[src/rtl/bus_slave_timer_pkg.sv]
// Shared definitions for the bus slave timer and its bus interface.
// Provides register offsets, control/status bit positions, the bus word width,
// active-low signal levels, interface FSM state encodings and the captured
// request record.
package bus_slave_timer_pkg;

    localparam int BUS_WORD_W = 32;

    // Register offsets (slave address bits [1:0])
    localparam logic [1:0] TIMER_ADDR_CTRL  = 2'd0;
    localparam logic [1:0] TIMER_ADDR_INTR  = 2'd1;
    localparam logic [1:0] TIMER_ADDR_EXPR  = 2'd2;
    localparam logic [1:0] TIMER_ADDR_COUNT = 2'd3;

    // Bit positions
    localparam int TIMER_START_LOC    = 0;
    localparam int TIMER_PERIODIC_LOC = 1;
    localparam int TIMER_FLAG_LOC     = 0;

    // Levels for active-low bus signals
    localparam logic ENABLE_  = 1'b0;
    localparam logic DISABLE_ = 1'b1;

    // Bus interface FSM states
    localparam logic [1:0] ST_IDLE = 2'd0;
    localparam logic [1:0] ST_WAIT = 2'd1;
    localparam logic [1:0] ST_RESP = 2'd2;

    // Access captured at the accepting strobe
    typedef struct packed {
        logic                  rw;
        logic [1:0]            addr;
        logic [BUS_WORD_W-1:0] data;
    } bus_req_t;

endpackage

[src/rtl/bus_slave_if.sv]
// Generic bus slave protocol engine: accepts a strobe in IDLE, inserts
// WAIT_CYCLES wait states, then pulses rdy_ low for one cycle.
// Ports:
//   clk, reset          clock, synchronous active-high reset
//   cs_, as_, rw, addr, wr_data   bus request inputs
//   wr_en, wr_addr, wr_word       write commit (valid on the edge entering RESP)
//   rd_en, rd_addr                read response select (valid while in RESP)
//   rdy_                          active-low ready pulse
module bus_slave_if
    import bus_slave_timer_pkg::*;
#(
    parameter int WAIT_CYCLES = 0
) (
    input  logic                  clk,
    input  logic                  reset,
    input  logic                  cs_,
    input  logic                  as_,
    input  logic                  rw,
    input  logic [1:0]            addr,
    input  logic [BUS_WORD_W-1:0] wr_data,
    output logic                  wr_en,
    output logic [1:0]            wr_addr,
    output logic [BUS_WORD_W-1:0] wr_word,
    output logic                  rd_en,
    output logic [1:0]            rd_addr,
    output logic                  rdy_
);

    localparam logic [3:0] WAIT_LAST = 4'((WAIT_CYCLES == 0) ? 0 : WAIT_CYCLES - 1);

    logic [1:0] state_reg, state_next;
    logic [3:0] wait_cnt_reg, wait_cnt_next;
    bus_req_t   req_reg;
    bus_req_t   live_req;
    bus_req_t   cur_req;
    logic       accept;

    assign accept   = (state_reg == ST_IDLE) && (cs_ == ENABLE_) && (as_ == ENABLE_);
    assign live_req = '{rw: rw, addr: addr, data: wr_data};

    always_comb begin
        state_next    = state_reg;
        wait_cnt_next = wait_cnt_reg;
        case (state_reg)
            ST_IDLE: begin
                if (accept) begin
                    state_next    = (WAIT_CYCLES == 0) ? ST_RESP : ST_WAIT;
                    wait_cnt_next = 4'd0;
                end
            end
            ST_WAIT: begin
                if (wait_cnt_reg == WAIT_LAST) begin
                    state_next = ST_RESP;
                end else begin
                    wait_cnt_next = wait_cnt_reg + 4'd1;
                end
            end
            ST_RESP: state_next = ST_IDLE;
            default: state_next = ST_IDLE;
        endcase
    end

    always_ff @(posedge clk) begin
        if (reset) begin
            state_reg    <= ST_IDLE;
            wait_cnt_reg <= 4'd0;
            req_reg      <= '0;
        end else begin
            state_reg    <= state_next;
            wait_cnt_reg <= wait_cnt_next;
            if (accept) begin
                req_reg <= live_req;
            end
        end
    end

    // With no wait states the commit edge is the accepting edge itself, so
    // the request comes straight from the bus rather than the capture register.
    assign cur_req = (state_reg == ST_IDLE) ? live_req : req_reg;
    assign wr_en   = (state_next == ST_RESP) && (state_reg != ST_RESP) && !cur_req.rw;
    assign wr_addr = cur_req.addr;
    assign wr_word = cur_req.data;

    assign rd_en   = (state_reg == ST_RESP) && req_reg.rw;
    assign rd_addr = req_reg.addr;
    assign rdy_    = (state_reg == ST_RESP) ? ENABLE_ : DISABLE_;

endmodule

[src/rtl/bus_slave_timer.sv]
// Memory-mapped 32-bit interval timer bus slave.
// Registers: 0 CTRL (START, PERIODIC), 1 INTR (FLAG), 2 EXPR, 3 COUNT.
// Ports:
//   clk, reset        clock, synchronous active-high reset
//   cs_, as_          active-low chip select / address strobe
//   rw, addr, wr_data access direction, register select, write data
//   rd_data           read data, nonzero only during the rdy_ pulse of a read
//   rdy_              active-low one-cycle ready
//   irq               level interrupt (FLAG)
module bus_slave_timer
    import bus_slave_timer_pkg::*;
#(
    parameter int WAIT_CYCLES = 0
) (
    input  logic                  clk,
    input  logic                  reset,
    input  logic                  cs_,
    input  logic                  as_,
    input  logic                  rw,
    input  logic [1:0]            addr,
    input  logic [BUS_WORD_W-1:0] wr_data,
    output logic [BUS_WORD_W-1:0] rd_data,
    output logic                  rdy_,
    output logic                  irq
);

    logic                  wr_en;
    logic [1:0]            wr_addr;
    logic [BUS_WORD_W-1:0] wr_word;
    logic                  rd_en;
    logic [1:0]            rd_addr;

    logic                  start_reg;
    logic                  periodic_reg;
    logic                  flag_reg;
    logic [BUS_WORD_W-1:0] expr_reg;
    logic [BUS_WORD_W-1:0] count_reg;
    logic                  expire;
    logic [BUS_WORD_W-1:0] rd_word;

    bus_slave_if #(
        .WAIT_CYCLES (WAIT_CYCLES)
    ) u_if (
        .clk     (clk),
        .reset   (reset),
        .cs_     (cs_),
        .as_     (as_),
        .rw      (rw),
        .addr    (addr),
        .wr_data (wr_data),
        .wr_en   (wr_en),
        .wr_addr (wr_addr),
        .wr_word (wr_word),
        .rd_en   (rd_en),
        .rd_addr (rd_addr),
        .rdy_    (rdy_)
    );

    assign expire = start_reg && (count_reg == expr_reg);

    // Timer update first, bus write afterwards so a colliding write to
    // COUNT or CTRL overrides it; FLAG is the exception (set beats clear).
    always_ff @(posedge clk) begin
        if (reset) begin
            start_reg    <= 1'b0;
            periodic_reg <= 1'b0;
            flag_reg     <= 1'b0;
            expr_reg     <= '0;
            count_reg    <= '0;
        end else begin
            if (start_reg) begin
                if (expire) begin
                    count_reg <= '0;
                    flag_reg  <= 1'b1;
                    start_reg <= periodic_reg;
                end else begin
                    count_reg <= count_reg + 1'b1;
                end
            end
            if (wr_en) begin
                case (wr_addr)
                    TIMER_ADDR_CTRL: begin
                        start_reg    <= wr_word[TIMER_START_LOC];
                        periodic_reg <= wr_word[TIMER_PERIODIC_LOC];
                    end
                    TIMER_ADDR_INTR:  flag_reg  <= wr_word[TIMER_FLAG_LOC] | expire;
                    TIMER_ADDR_EXPR:  expr_reg  <= wr_word;
                    TIMER_ADDR_COUNT: count_reg <= wr_word;
                    default: ;
                endcase
            end
        end
    end

    always_comb begin
        rd_word = '0;
        case (rd_addr)
            TIMER_ADDR_CTRL: begin
                rd_word[TIMER_START_LOC]    = start_reg;
                rd_word[TIMER_PERIODIC_LOC] = periodic_reg;
            end
            TIMER_ADDR_INTR:  rd_word[TIMER_FLAG_LOC] = flag_reg;
            TIMER_ADDR_EXPR:  rd_word = expr_reg;
            TIMER_ADDR_COUNT: rd_word = count_reg;
            default:          rd_word = '0;
        endcase
    end

    assign rd_data = rd_en ? rd_word : '0;
    assign irq     = flag_reg;

endmodule
[config.mk]
export PLATFORM = sky130hd
export DESIGN_NAME = bus_slave_timer
export DESIGN_NICKNAME = d
export VERILOG_FILES = /design/src/rtl/bus_slave_timer_pkg.sv /design/src/rtl/bus_slave_if.sv /design/src/rtl/bus_slave_timer.sv
export SDC_FILE = /design/constraint.sdc
export NUM_CORES = 1
export LEC_CHECK = 0
export BUFFER_PORTS_ARGS = -buffer_cell sky130_fd_sc_hd__clkbuf_2
export CAP_MARGIN = 20
export CORE_MARGIN = 3
export CORE_UTILIZATION = 40
export DETAILED_ROUTE_END_ITERATION = 8
export PLACE_DENSITY = 0.63
export SKIP_CTS_REPAIR_TIMING = 1
export SLEW_MARGIN = 20
export SYNTH_ARGS = -nofsm -noshare
export SYNTH_HDL_FRONTEND = slang
export SYNTH_SLANG_ARGS = --single-unit
[constraint.sdc]
create_clock -name clk -period 2.05 [get_ports clk]
set_input_delay 0.1025 -clock clk [delete_from_list [all_inputs] [get_ports clk]]
set_output_delay 0.1025 -clock clk [all_outputs]
set_load 0.005 [all_outputs]
Yosys cells after proc, flatten, opt, wreduce, memory -nomap -nowiden
Cells that the tools add are included.

Register bits: 108. Memories: 0. Memory bits (writable): 0. Bits in latches: 0. Logic and storage cells: 67. ROM bits: 0.

Multipliers: 0. Add/subtract/negate cells: 2. Shift operators: 0. Reduce and logical (&&, ||, !) cells: 15. Multiplexer cells: 24. Eq/ne operators: 13. Divide/modulo/power cells: 0. $lt $le $gt $ge: 0. Bitwise gates (word level): 3.

Operator list (number): two-way mux 32 bit (5); one-hot mux 30 bit (2 select lines) (1); two-way mux 35 bit (1); adder 32 x 1 -> 32 bit (second input constant) (1); == test 32 bit (1); == test 2 bit (second input constant) (6); two-way mux 1 bit (9); two-way mux 4 bit (2); one-hot mux 4 bit (2 select lines) (1); == test 2 x 1 -> 1 bit (second input constant) (3); logical AND 1 bit (6); zero test 2 bit (3); adder 4 x 1 -> 4 bit (second input constant) (1); zero test 4 bit (1); two-way mux 2 bit (2); inequality test 2 bit (second input constant) (2); one-hot mux 1 bit (4 select lines) (1); one-hot mux 2 bit (2 select lines) (1); AND reduction 2 bit (2); one-hot mux 1 bit (3 select lines) (1); AND reduction 3 bit (1); inequality test 2 x 1 -> 1 bit (second input constant) (1); NOT 1 bit (2); nonzero test 2 bit (1); 2 further kinds (2).

Logic depth before layout (Yosys ltp)
Depth after elaboration: 9. Depth in mapped cells: 10.

Hierarchy
A second synthesis with hierarchy kept.

Cells, all modules: 654. Area, all modules: 5610.4 um2.

By module, submodules not included: bus_slave_timer (times used 1, area an instance 3796.1 um2, cells each 497); bus_slave_if (times used 1, area an instance 1814.2 um2, cells each 157).

Least setup slack after synthesis
Ideal clock, no wire load.

Kind: register to register. Start point: register u_if.wait_cnt_reg[0]. End point: register count_reg[29]. Arrival: 2.100 ns. Slack: -0.124 ns. Clock period less this slack: 2.174 ns. Stages on the path, launching flop included: 11. Setup time: 0.075 ns. Path buffers: 3. Cell sequence: dfxtp_1 > inv_1 > ha_1 > nor3b_1 > a21oi_1 > or4b_1 > clkbuf_1 > or2_1 > buf_2 > buf_6 > o22ai_1.

Cells in the longest elaborated chain, start to end: 7.

Ends and longest elaborated chain: start: declaration (line bus_slave_if.sv:32) `logic [3:0] wait_cnt_reg, wait_cnt_next;`; start signal: assignment (line bus_slave_if.sv:70) `wait_cnt_reg <= wait_cnt_next;`; zero test 4 bit (line bus_slave_if.sv:52) `if (wait_cnt_reg == WAIT_LAST) begin`; two-way mux 2 bit (line bus_slave_if.sv:52); one-hot mux 2 bit (2 select lines) (line bus_slave_if.sv:44) `case (state_reg)`; == test 2 bit (line bus_slave_if.sv:80) `assign wr_en = (state_next == ST_RESP) && (state_reg != ST_RESP) && !cur_req.rw;`; logical AND 1 bit (2 in a row) (line bus_slave_if.sv:80); two-way mux 32 bit (line bus_slave_timer.sv:80) `if (wr_en) begin`; end signal: assignment (line bus_slave_timer.sv:77) `count_reg <= count_reg + 1'b1;`; end signal: assignment (line bus_slave_timer.sv:88) `TIMER_ADDR_COUNT: count_reg <= wr_word;`; end: declaration (line bus_slave_timer.sv:37) `logic [BUS_WORD_W-1:0] count_reg;`.

Every way passes these cells. A chain may end at the register's enable or synchronous reset.

Worst setup path in the final report
Start point: register u_if.state_reg[0]. End point: register expr_reg[2].

Cells in the longest elaborated chain, start to end: 9. Elaborated cells on any way between the ends: 15.

Ends and longest elaborated chain: start: declaration (line bus_slave_if.sv:31) `logic [1:0] state_reg, state_next;`; start signal: assignment (line bus_slave_if.sv:69) `state_reg <= state_next;`; zero test 2 bit (line bus_slave_if.sv:38, bus_slave_if.sv:44, bus_slave_if.sv:79); logical AND 1 bit (2 in a row) (line bus_slave_if.sv:38) `assign accept = (state_reg == ST_IDLE) && (cs_ == ENABLE_) && (as_ == ENABLE_);`; two-way mux 2 bit (line bus_slave_if.sv:46) `if (accept) begin`; one-hot mux 2 bit (2 select lines) (line bus_slave_if.sv:44); == test 2 bit (line bus_slave_if.sv:80); logical AND 1 bit (2 in a row) (line bus_slave_if.sv:80); AND reduction 2 bit (no source line); end signal: assignment (line bus_slave_timer.sv:87) `TIMER_ADDR_EXPR: expr_reg <= wr_word;`; end: declaration (line bus_slave_timer.sv:36) `logic [BUS_WORD_W-1:0] expr_reg;`.

Several ways; a longest one is shown, not always the timed one.

==> reports/results.txt <==
status: finished, violations left
failing checks: negative hold slack
startpoint types: flip-flop
io pins: 73
mapped cell area: 5600 sq um
CTS sink cnt: 108
num rows: 42
CP Data Required Time: 2.31 ns
count of cell types in the netlist: 41
DR pass1 iterations: 4
MaxCap Viol Count: 0
register area: 2168 sq um
number of remaining DRC errors: 0
Critical Path Start: u_if.state_reg[0]
share of cells above drive strength 1: 21.23%
min-delay src: wr_data[12]
Initial Util: 41.63%
most instantiated library cell after synthesis: dfxtp_1
#FFs+latches synth: 108
Synth Flop Type: dfxtp_1
Tightest Pin Transition: 0.4929 ns
H-tree levels: 3
Overflow after GRT: 0
GRT Total Usage: 18.81%
Vert. Die Dim: 124.3 microns
leakage: 2.689 nW
CP cell instances: nor2_4 > mux2i_2 > buf_4 > nand2_1 > nor3_4 > buf_12 > clkbuf_16 > nor2_1 > a211oi_1
Setup Viol. Count Final: 0
I/O Buffers: 72
clock-pin slew on the worst setup and hold paths: 0.07 ns
first-pass GRT wire length: 23.78 mm
post-route ant nets: 0
Synth Area in Adders: 0.6702%
Die X: 124.3 microns
Total Nets Final: 801
Syn Inst Count: 671
max incr delay on CP: 0.36 ns
# fillers: 1275
post-synthesis mux area share: 12.98%
Synth top area share: 38.61%
WHS: -0.01866 ns
crit path max fanout: 15
Placement Cell Area: 6301 sq um
Seq/Total Area, Yosys: 38.61%
post-synthesis compound-gate area fraction: 13.07%
Crit Path Class: flip-flop to flip-flop
Area Overhead vs Synth: 23.75%
vias per inst: 5.421
final period utilization: 97.44%
die area: 15460 sq um
post-DP HPWL: 10.56 mm
final instance area: 6930 sq um
Hold WC Path Type: primary input to flip-flop
starting DRC count in detailed routing: 294
XOR/XNOR Fraction of Synth Area: 9.383%
final non-filler cell total: 939
Syn Area/Cell: 8.346 sq um
ys async rst share: 0%
Multi-input gate area: 3298 sq um
largest family of logic cells by synthesized area: simple AND/OR/NAND/NOR gates
core area: 13450 sq um
routed wire length: 15.88 mm
clock skew: 0.006336 ns
ANT cells: 0
Synth Warn #: 0
RR Startpoint: u_if.state_reg[0]
worst skew pair latency: 0.36 ns
largest net degree at the start of global routing: 63
final core utilization: 51.52%
DR vias: 5090
top cells by count, synth: dfxtp_1, nor2_1, nand2_1, mux2i_1, a21oi_1
routability congestion estimate: 0.8815
Fmax: 0.5006 GHz
maximum vdd ir drop: 0.0005384 V
Slew headroom: 67.14%
Longest Clk Path Bufs: 2
Reg2Reg Depth: 9
Data arrival, critical path: 2.26 ns
vias in the first global route: 4699
Worst path slowest cell: dfxtp_2
final hold violation count: 19
drt wl/cell: 16.91 microns
Root Driver: clkbuf_16
CTS tree: built
initial antenna violation count: 0
crit path time final: 1.998 ns
Placed Cells incl. Taps: 902
Pwr per Cell Area: 640.6 nW/um^2
cts bufs inserted: 9
post-synth top area cell: dfxtp_1
CP endpoint kind: flip-flop
main area contributors after synthesis: dfxtp_1, mux2i_1, nor2_1
Post-synth EDFFs: 0
Max Slew Vio Count: 0
max reg flops: 33
hold depth: 3
post-synth net total: 713
Simple-Gate Fraction of Synth Area: 21.27%
==> stage by stage <==
step / setup slack, ns / TNS [ns] / power, W / hold slack, ns
after detailed placement: 0.03267 / 0 / 0.002686 / 0.3467
final: 0.05247 / 0 / 0.004440 / -0.01866
after floorplan: -0.04532 / -0.3548 / 0.002525 / 0.2385
after CTS: 0.01132 / 0 / 0.004431 / -0.03169
after global routing: -0.03739 / -0.2716 / 0.004604 / 0.000003469
after global placement: 0.08555 / 0 / 0.002672 / 0.3405
==> routing by layer <==
metal | share of wire [%] | global-route usage, %
met5 | 0 | 0
met3 | 4.5 | 4.160
met1 | 46 | 25.07
met2 | 47 | 30.69
met4 | 2.3 | 5.351
==> critical path: cells and delay by family, from the launching register on <==
kind | cells | cell delay (ns)
simple gates | 4 | 0.53
buf+inv | 3 | 0.50
flops | 1 | 0.36
mux | 1 | 0.27
compound gates | 1 | 0.24
==> path summary, 6_finish.rpt <==
check | to | slack, ns
max | expr_reg[2] | 0.05
min | u_if.req_reg[12] | -0.02
max reg2reg | expr_reg[2] | 0.05
min reg2reg | u_if.req_reg[19] | 0.45
==> final cells by class <==
class                           count  share of cell area [%]
Clock buffer                       10                   3.448
Clock inverter                      5                  0.7583
Timing Repair Buffer              126                   13.31
Multi-Input combinational cell    506                   47.59
Sequential cell                   108                   31.29
Inverter                            8                  0.4333
Tap cell                          176                   3.177
==> power breakdown <==
| group | switching [W] | internal, W |
|---|---|---|
| Combinational | 0.000272 | 0.000214 |
| Clock | 0.000785 | 0.000968 |
| Sequential | 0.0000470 | 0.00215 |
| Total | 0.00110 | 0.00334 |
==> cell families (layout without fill, tap and decap cells) <==
family                     count (synthesis)  count (layout)
AOI/OAI and AO/OA                        110             110
xor gates and xnor gates                  60              60
adders and majority gates                  3               3
buffers and inverters                     57             149
DFF                                      108             108
muxes                                     71              71
and+or+nand+nor                          262             262
==> cell usage in the layout, fill, tap and decap left out, types with 13 or more instances in the layout <==
master and instances:
a21oi_1 42, xor2_1 20, nand2_1 85, mux2i_1 64, clkbuf_2 71, a211oi_1 30, nor2_1 103, dfxtp_1 103
xnor2_1 40, buf_4 30, a31oi_1 13, nand4_1 15, dlygate4sd3_1 15
(Power assumes the default switching activity.)
